**config.mk**
```make
export PLATFORM = sky130hd
export DESIGN_NAME = pipe_front_regs
export DESIGN_NICKNAME = d
export VERILOG_FILES = /design/src/rtl/pipe_pkg.sv /design/src/rtl/pipe_reg.sv /design/src/rtl/pipe_front_regs.sv
export SDC_FILE = /design/constraint.sdc
export NUM_CORES = 1
export LEC_CHECK = 0
export CORE_AREA = 2 2 207 209
export DETAILED_ROUTE_END_ITERATION = 10
export DIE_AREA = 0 0 209 211
export MAX_ROUTING_LAYER = met4
export PLACE_DENSITY = 0.56
export SYNTH_ARGS = -nofsm -noshare
export SYNTH_HDL_FRONTEND = slang
export SYNTH_HIERARCHICAL = 1
export SYNTH_SLANG_ARGS = --single-unit
```
**constraint.sdc**
```tcl
create_clock -name clk -period 2.6 [get_ports clk]
set_input_delay 0.65 -clock clk [delete_from_list [all_inputs] [get_ports clk]]
set_output_delay 0.65 -clock clk [all_outputs]
set_load 0.005 [all_outputs]
```
**src/rtl/pipe_pkg.sv**
```systemverilog
// Shared pipeline definitions: NOP encoding, writeback selects, forwarding selects
// and the control-field layouts of the IF/ID and ID/EX registers.
package pipe_pkg;

   localparam logic [31:0] NOP_INSTR = 32'h0000_0013;  // addi x0,x0,0

   localparam logic [1:0] WB_ALU  = 2'b00;
   localparam logic [1:0] WB_LOAD = 2'b01;

   // Forward selects, E-stage operands and D-stage (branch compare) operands
   localparam logic [1:0] FWD_NONE = 2'b00;
   localparam logic [1:0] FWD_M2E  = 2'b01;
   localparam logic [1:0] FWD_W2E  = 2'b10;
   localparam logic [1:0] FWD_E2D  = 2'b01;
   localparam logic [1:0] FWD_M2D  = 2'b10;
   localparam logic [1:0] FWD_W2D  = 2'b11;

   typedef struct packed {
      logic [31:0] instr;
      logic        valid;
   } if_id_ctrl_t;

   typedef struct packed {
      logic [4:0] rs1;
      logic [4:0] rs2;
      logic [4:0] rd;
      logic [1:0] wb_ctrl;
      logic       we_reg;
      logic       valid;
   } id_ex_ctrl_t;

   localparam if_id_ctrl_t IF_ID_BUBBLE = '{instr: NOP_INSTR, valid: 1'b0};
   localparam id_ex_ctrl_t ID_EX_BUBBLE = '0;

endpackage

```
**src/rtl/pipe_reg.sv**
```systemverilog
// Generic pipeline register with synchronous reset, flush and enable.
// Priority: rst > flush > en.
module pipe_reg #(
   parameter int               WIDTH     = 32,
   parameter logic [WIDTH-1:0] RST_VAL   = '0,
   parameter logic [WIDTH-1:0] FLUSH_VAL = '0
) (
   input  logic             clk,
   input  logic             rst,
   input  logic             en,
   input  logic             flush,
   input  logic [WIDTH-1:0] d,
   output logic [WIDTH-1:0] q
);

   // NOTE: non-blocking assignments keep every stage sampling the previous cycle's values.
   always_ff @(posedge clk) begin
      if (rst)
         q <= RST_VAL;
      else if (flush)
         q <= FLUSH_VAL;
      else if (en)
         q <= d;
   end

endmodule

```
**src/rtl/pipe_front_regs.sv**
```systemverilog
// PC, IF/ID and ID/EX registers of the 5-stage RV32I pipeline with stall/flush handling.
// Optional macro PIPE_PERF_CNT_EN adds saturating stall/flush performance counters.
module pipe_front_regs #(
   parameter int               XLEN      = 32,
   parameter logic [XLEN-1:0]  RESET_PC  = '0,
   parameter logic [31:0]      NOP_INSTR = pipe_pkg::NOP_INSTR
) (
   input  logic            clk,
   input  logic            rst,
   input  logic            stall_F,
   input  logic            stall_D,
   input  logic            flush_D,
   input  logic            flush_E,
   input  logic            PC_src_D,
   input  logic [XLEN-1:0] PC_target_D,
   input  logic [31:0]     instr_F,
   input  logic [4:0]      rs1_D,
   input  logic [4:0]      rs2_D,
   input  logic [4:0]      rd_D,
   input  logic [1:0]      wb_ctrl_D,
   input  logic            we_reg_D,
   input  logic [XLEN-1:0] rd1_D,
   input  logic [XLEN-1:0] rd2_D,
   input  logic [XLEN-1:0] imm_D,
   output logic [XLEN-1:0] PC_F,
   output logic [XLEN-1:0] PC_D,
   output logic [31:0]     instr_D,
   output logic            valid_D,
   output logic [XLEN-1:0] PC_E,
   output logic [4:0]      rs1_E,
   output logic [4:0]      rs2_E,
   output logic [4:0]      rd_E,
   output logic [1:0]      wb_ctrl_E,
   output logic            we_reg_E,
   output logic [XLEN-1:0] rd1_E,
   output logic [XLEN-1:0] rd2_E,
   output logic [XLEN-1:0] imm_E,
   output logic            valid_E,
   output logic [31:0]     stall_cnt,
   output logic [31:0]     flushD_cnt,
   output logic [31:0]     flushE_cnt
);

   import pipe_pkg::*;

   localparam int IFID_W = XLEN + $bits(if_id_ctrl_t);
   localparam int IDEX_W = 4 * XLEN + $bits(id_ex_ctrl_t);

   localparam if_id_ctrl_t          IFID_CTRL_BUB = '{instr: NOP_INSTR, valid: 1'b0};
   localparam logic [IFID_W-1:0]    IFID_BUBBLE   = {{XLEN{1'b0}}, IFID_CTRL_BUB};

   // ---------------- PC ----------------
   logic [XLEN-1:0] pc_next;

   always_comb begin
      pc_next = PC_F + XLEN'(4);
      if (PC_src_D)
         pc_next = PC_target_D;
   end

   pipe_reg #(.WIDTH(XLEN), .RST_VAL(RESET_PC), .FLUSH_VAL(RESET_PC)) u_pc_reg (
      .clk   (clk),
      .rst   (rst),
      .en    (!stall_F),
      .flush (1'b0),
      .d     (pc_next),
      .q     (PC_F)
   );

   // ---------------- IF/ID ----------------
   if_id_ctrl_t       if_id_ctrl_d, if_id_ctrl_q;
   logic [IFID_W-1:0] if_id_q;

   assign if_id_ctrl_d = '{instr: instr_F, valid: 1'b1};

   pipe_reg #(.WIDTH(IFID_W), .RST_VAL(IFID_BUBBLE), .FLUSH_VAL(IFID_BUBBLE)) u_if_id_reg (
      .clk   (clk),
      .rst   (rst),
      .en    (!stall_D),
      .flush (flush_D),
      .d     ({PC_F, if_id_ctrl_d}),
      .q     (if_id_q)
   );

   assign {PC_D, if_id_ctrl_q} = if_id_q;
   assign instr_D = if_id_ctrl_q.instr;
   assign valid_D = if_id_ctrl_q.valid;

   // ---------------- ID/EX ----------------
   // A bubble clears rd/we_reg so it can never match a forwarding compare.
   id_ex_ctrl_t       id_ex_ctrl_d, id_ex_ctrl_q;
   logic [IDEX_W-1:0] id_ex_q;

   assign id_ex_ctrl_d = '{rs1: rs1_D, rs2: rs2_D, rd: rd_D, wb_ctrl: wb_ctrl_D,
                           we_reg: we_reg_D, valid: valid_D};

   pipe_reg #(.WIDTH(IDEX_W), .RST_VAL('0), .FLUSH_VAL('0)) u_id_ex_reg (
      .clk   (clk),
      .rst   (rst),
      .en    (1'b1),
      .flush (flush_E),
      .d     ({PC_D, rd1_D, rd2_D, imm_D, id_ex_ctrl_d}),
      .q     (id_ex_q)
   );

   assign {PC_E, rd1_E, rd2_E, imm_E, id_ex_ctrl_q} = id_ex_q;
   assign rs1_E     = id_ex_ctrl_q.rs1;
   assign rs2_E     = id_ex_ctrl_q.rs2;
   assign rd_E      = id_ex_ctrl_q.rd;
   assign wb_ctrl_E = id_ex_ctrl_q.wb_ctrl;
   assign we_reg_E  = id_ex_ctrl_q.we_reg;
   assign valid_E   = id_ex_ctrl_q.valid;

   // The hazard unit gates flush_D with the load stall; both together is a hazard-unit bug.
   assert property (@(posedge clk) disable iff (rst) !(flush_D && stall_D));

   // ---------------- performance counters ----------------
`ifdef PIPE_PERF_CNT_EN
   logic [31:0] stall_cnt_r, flushD_cnt_r, flushE_cnt_r;

   always_ff @(posedge clk) begin
      if (rst) begin
         stall_cnt_r  <= '0;
         flushD_cnt_r <= '0;
         flushE_cnt_r <= '0;
      end else begin
         if (stall_F && stall_cnt_r != '1)
            stall_cnt_r <= stall_cnt_r + 32'd1;
         if (flush_D && flushD_cnt_r != '1)
            flushD_cnt_r <= flushD_cnt_r + 32'd1;
         if (flush_E && flushE_cnt_r != '1)
            flushE_cnt_r <= flushE_cnt_r + 32'd1;
      end
   end

   assign stall_cnt  = stall_cnt_r;
   assign flushD_cnt = flushD_cnt_r;
   assign flushE_cnt = flushE_cnt_r;
`else
   assign stall_cnt  = '0;
   assign flushD_cnt = '0;
   assign flushE_cnt = '0;
`endif

endmodule

```
==> results.yml <==
pwr:
  p_sw_share_pct: 23.7
  p_leak_nw: 6.53
  power_mw: 9.02
  power.density_nw_per_um2: 569
  p_int_mw: 6.89
  pwr-share-seq_pct: 43.1
  pwr-share-comb_pct: 11.4
  switching_power_mw: 2.14
  clkPwrFrac_pct: 45.5
  vdd_ir_drop_max_uv: 522
layout:
  n_fill_cell: 4156
  area_delta_synth_final_pct: 49.8
  drive_gt1_share_pct: 6.05
  register_area_um2: 4880
  fin_cells: 2045
  nets: 1665
  post-route-util_pct: 38.0
  final_area_um2: 15900
  multi_input_area_um2: 4670
sta:
  setup_ws_ns: 0.246
  clock_skew_ns: 0.0142
  fin_crit_ns: 2.35
  setup_tns_ns: 0
  timing_hold_violations_final: 0
  hold_slack_ns: 0.489
  setup_viol: 0
  drv_slew: 0
  timing.fmax_mhz: 425
  rsz0062_at_grt: "no"
  post-route-period-util_pct: 90.5
route:
  drtPass1Iterations: 5
  drc_errors: 0
  drtAntennaViolNets: 0
  wl_um: 33300
  first_iter_violations: 299
  routedWlPerCell_um: 16.3
  num_vias: 8474
  vias_per_cell: 4.14
floorplan:
  core_area_um2: 41800
  dieArea_um2: 44100
  die_w_um: 209
  initial_core_util_pct: 25.3
  die_h_um: 211
  fp-row-count: 75
  io-pin-count: 525
cts:
  clock_latency_ns: 0.57
  path_clk_slew_ns: 0.06
  cts_tree: "done"
  htreeDepth: 1
  clockRootBuffer: "clkbuf_16"
  clock_sinks: 244
  numCtsBuffers: 30
  post_cts_buffers: 0
  cts_resized: 0
  postCtsHoldBufs: 0
  cts_buffer_depth: 3
critical_path:
  worstReg2RegStart: "u_pc_reg/q[2]$_SDFFE_PP0P_"
  cp_cell_sequence: "clkdlybuf4s50_1"
  worstPathMaxFanout: 8
  cp.required_ns: 1.95
  cpMaxStageDelayCell: "clkdlybuf4s50_1"
  crit_start: "u_pc_reg/q[14]$_SDFFE_PP0P_"
  worstSetupStartpointType: "register"
  slowest_delay_ns: 0.58
  cp_top_family: "buffers and inverters"
  worstSetupPathType: "register to output pin"
  end_kind: "output pin"
  critical_path_buf_inv_count: 1
  arrival_ns: 1.70
placed_design:
  post_dp_cell_area_um2: 14900
  place_inst: 1986
  preCtsSetupSlack_ns: 0.394
  numPortBuffers: 428
  dp_hpwl_um: 24000
  globalplace.congestion: 0.765
grt:
  grt_pass1_vias: 8047
  grt_pass1_wl_um: 49000
  antenna_found_initial: 2
  overflow: 0
  grt_max_degree: 148
  grtUsageTotal_pct: 14.6
logic_synthesis:
  yosysTopAreaCellShare_pct: 46.2
  ys_seq_area_share_pct: 46.2
  avgSynthCellArea_um2: 10.0
  synthCells: 1054
  yosys-top-cells-area: "dfxtp_1 (46%), mux2i_1 (23%), nor2_1 (9.1%), buf_4 (7.4%), buf_12 (2.1%)"
  yosys.area.top_type: "dfxtp_1"
  syn_area_um2: 10600
  yosysWarnings: 6
  synth.distinct_cells: 35
  synth-seq-cells: 244
status:
  status: "finished clean"
worst_hold_path:
  hp-class: "register to register"
  min-delay-start: "u_if_id_reg/q[5]$_SDFFE_PP1P_"
job:
  cap_violations: 0
[power groups by stage]
stage	registers (mW)	logic, mW	clock network, mW
3_3_place_gp	3.97	1.01	0
4_1_cts	3.89	1.03	4.27
5_1_grt	3.90	1.11	4.40
3_5_place_dp	3.97	1.02	0
2_1_floorplan	3.98	0.604	0
6_report	3.89	1.03	4.11
[cells by family (layout without fill, tap and decap cells)]
family | count (synthesis) | count (layout) | synth area share [%]
fa+ha+maj | 1 | 1 | 0.118
other cells | 2 | 102 | 0.0710
compound gates | 44 | 44 | 2.64
simple gates | 334 | 334 | 13.5
xor+xnor | 11 | 11 | 0.910
buf+inv | 171 | 523 | 13.2
flops | 244 | 244 | 46.2
mux | 247 | 247 | 23.4
[flip-flops by register name (all words and copies together), names as in the netlist]
signal	count
u_pc_reg/q	32
u_id_ex_reg/q	147
u_if_id_reg/q	65
[cells in the final DEF (no fill, tap or decap), drive strengths merged, types with 6 or more instances in the layout]
| cell type | Yosys | final |
|---|---|---|
| nand4 | 11 | 11 |
| a31oi | 14 | 14 |
| xor2 | 9 | 9 |
| nor2 | 256 | 256 |
| clkbuf | 11 | 48 |
| clkinv | 0 | 6 |
| o31ai | 12 | 12 |
| conb | 2 | 99 |
| nand2 | 27 | 27 |
| dfxtp | 244 | 244 |
| nand3 | 9 | 9 |
| or4 | 14 | 14 |
| buf | 155 | 34 |
| mux2i | 244 | 244 |
| o21ai | 14 | 14 |
| inv | 5 | 6 |
| clkdlybuf4s50 | 0 | 428 |
[path summary, 6_finish.rpt]
| path | to | slack [ns] | depth (start not counted) |
|---|---|---|---|
| worst min register to register | u_if_id_reg/q[5]$_SDFFE_PP1P_ | 0.49 | 2 |
| worst max register to register | u_pc_reg/q[20]$_SDFFE_PP0P_ | 0.45 | 7 |
| worst max-delay path | PC_F[14] | 0.25 | 1 |
| worst min-delay path | u_if_id_reg/q[5]$_SDFFE_PP1P_ | 0.49 | 2 |
[Yosys cell counts, drive strengths merged]
cell type  number
and2            3
mux2            3
o311ai          1
or3             3
clkbuf         11
o211ai          3
o21ai          14
and3            3
xor2            9
nand4          11
a31oi          14
conb            2
nor2          256
mux2i         244
or2             4
ha              1
buf           155
and4            4
nand2          27
o31ai          12
nand3           9
dfxtp         244
xnor2           2
or4            14
inv             5
[cell type report]
| type | count | area share [%] |
|---|---|---|
| Inverter | 5 | 0.134 |
| Clock buffer | 48 | 5.67 |
| Timing Repair Buffer | 462 | 29.2 |
| Sequential cell | 244 | 30.8 |
| Clock inverter | 8 | 0.434 |
| Antenna cell | 3 | 0.0474 |
| Tap cell | 539 | 4.25 |
| Multi-Input combinational cell | 736 | 29.5 |
[routing by layer]
layer	part of all wire, %	GRT usage [%]	vias up
met5	0	-	-
met3	8.7	5.50	39
met2	48	24.2	325
met4	1.8	2.88	0
met1	41	16.9	3902
li1	-	-	4208
Power figures use the tool's default switching activity.
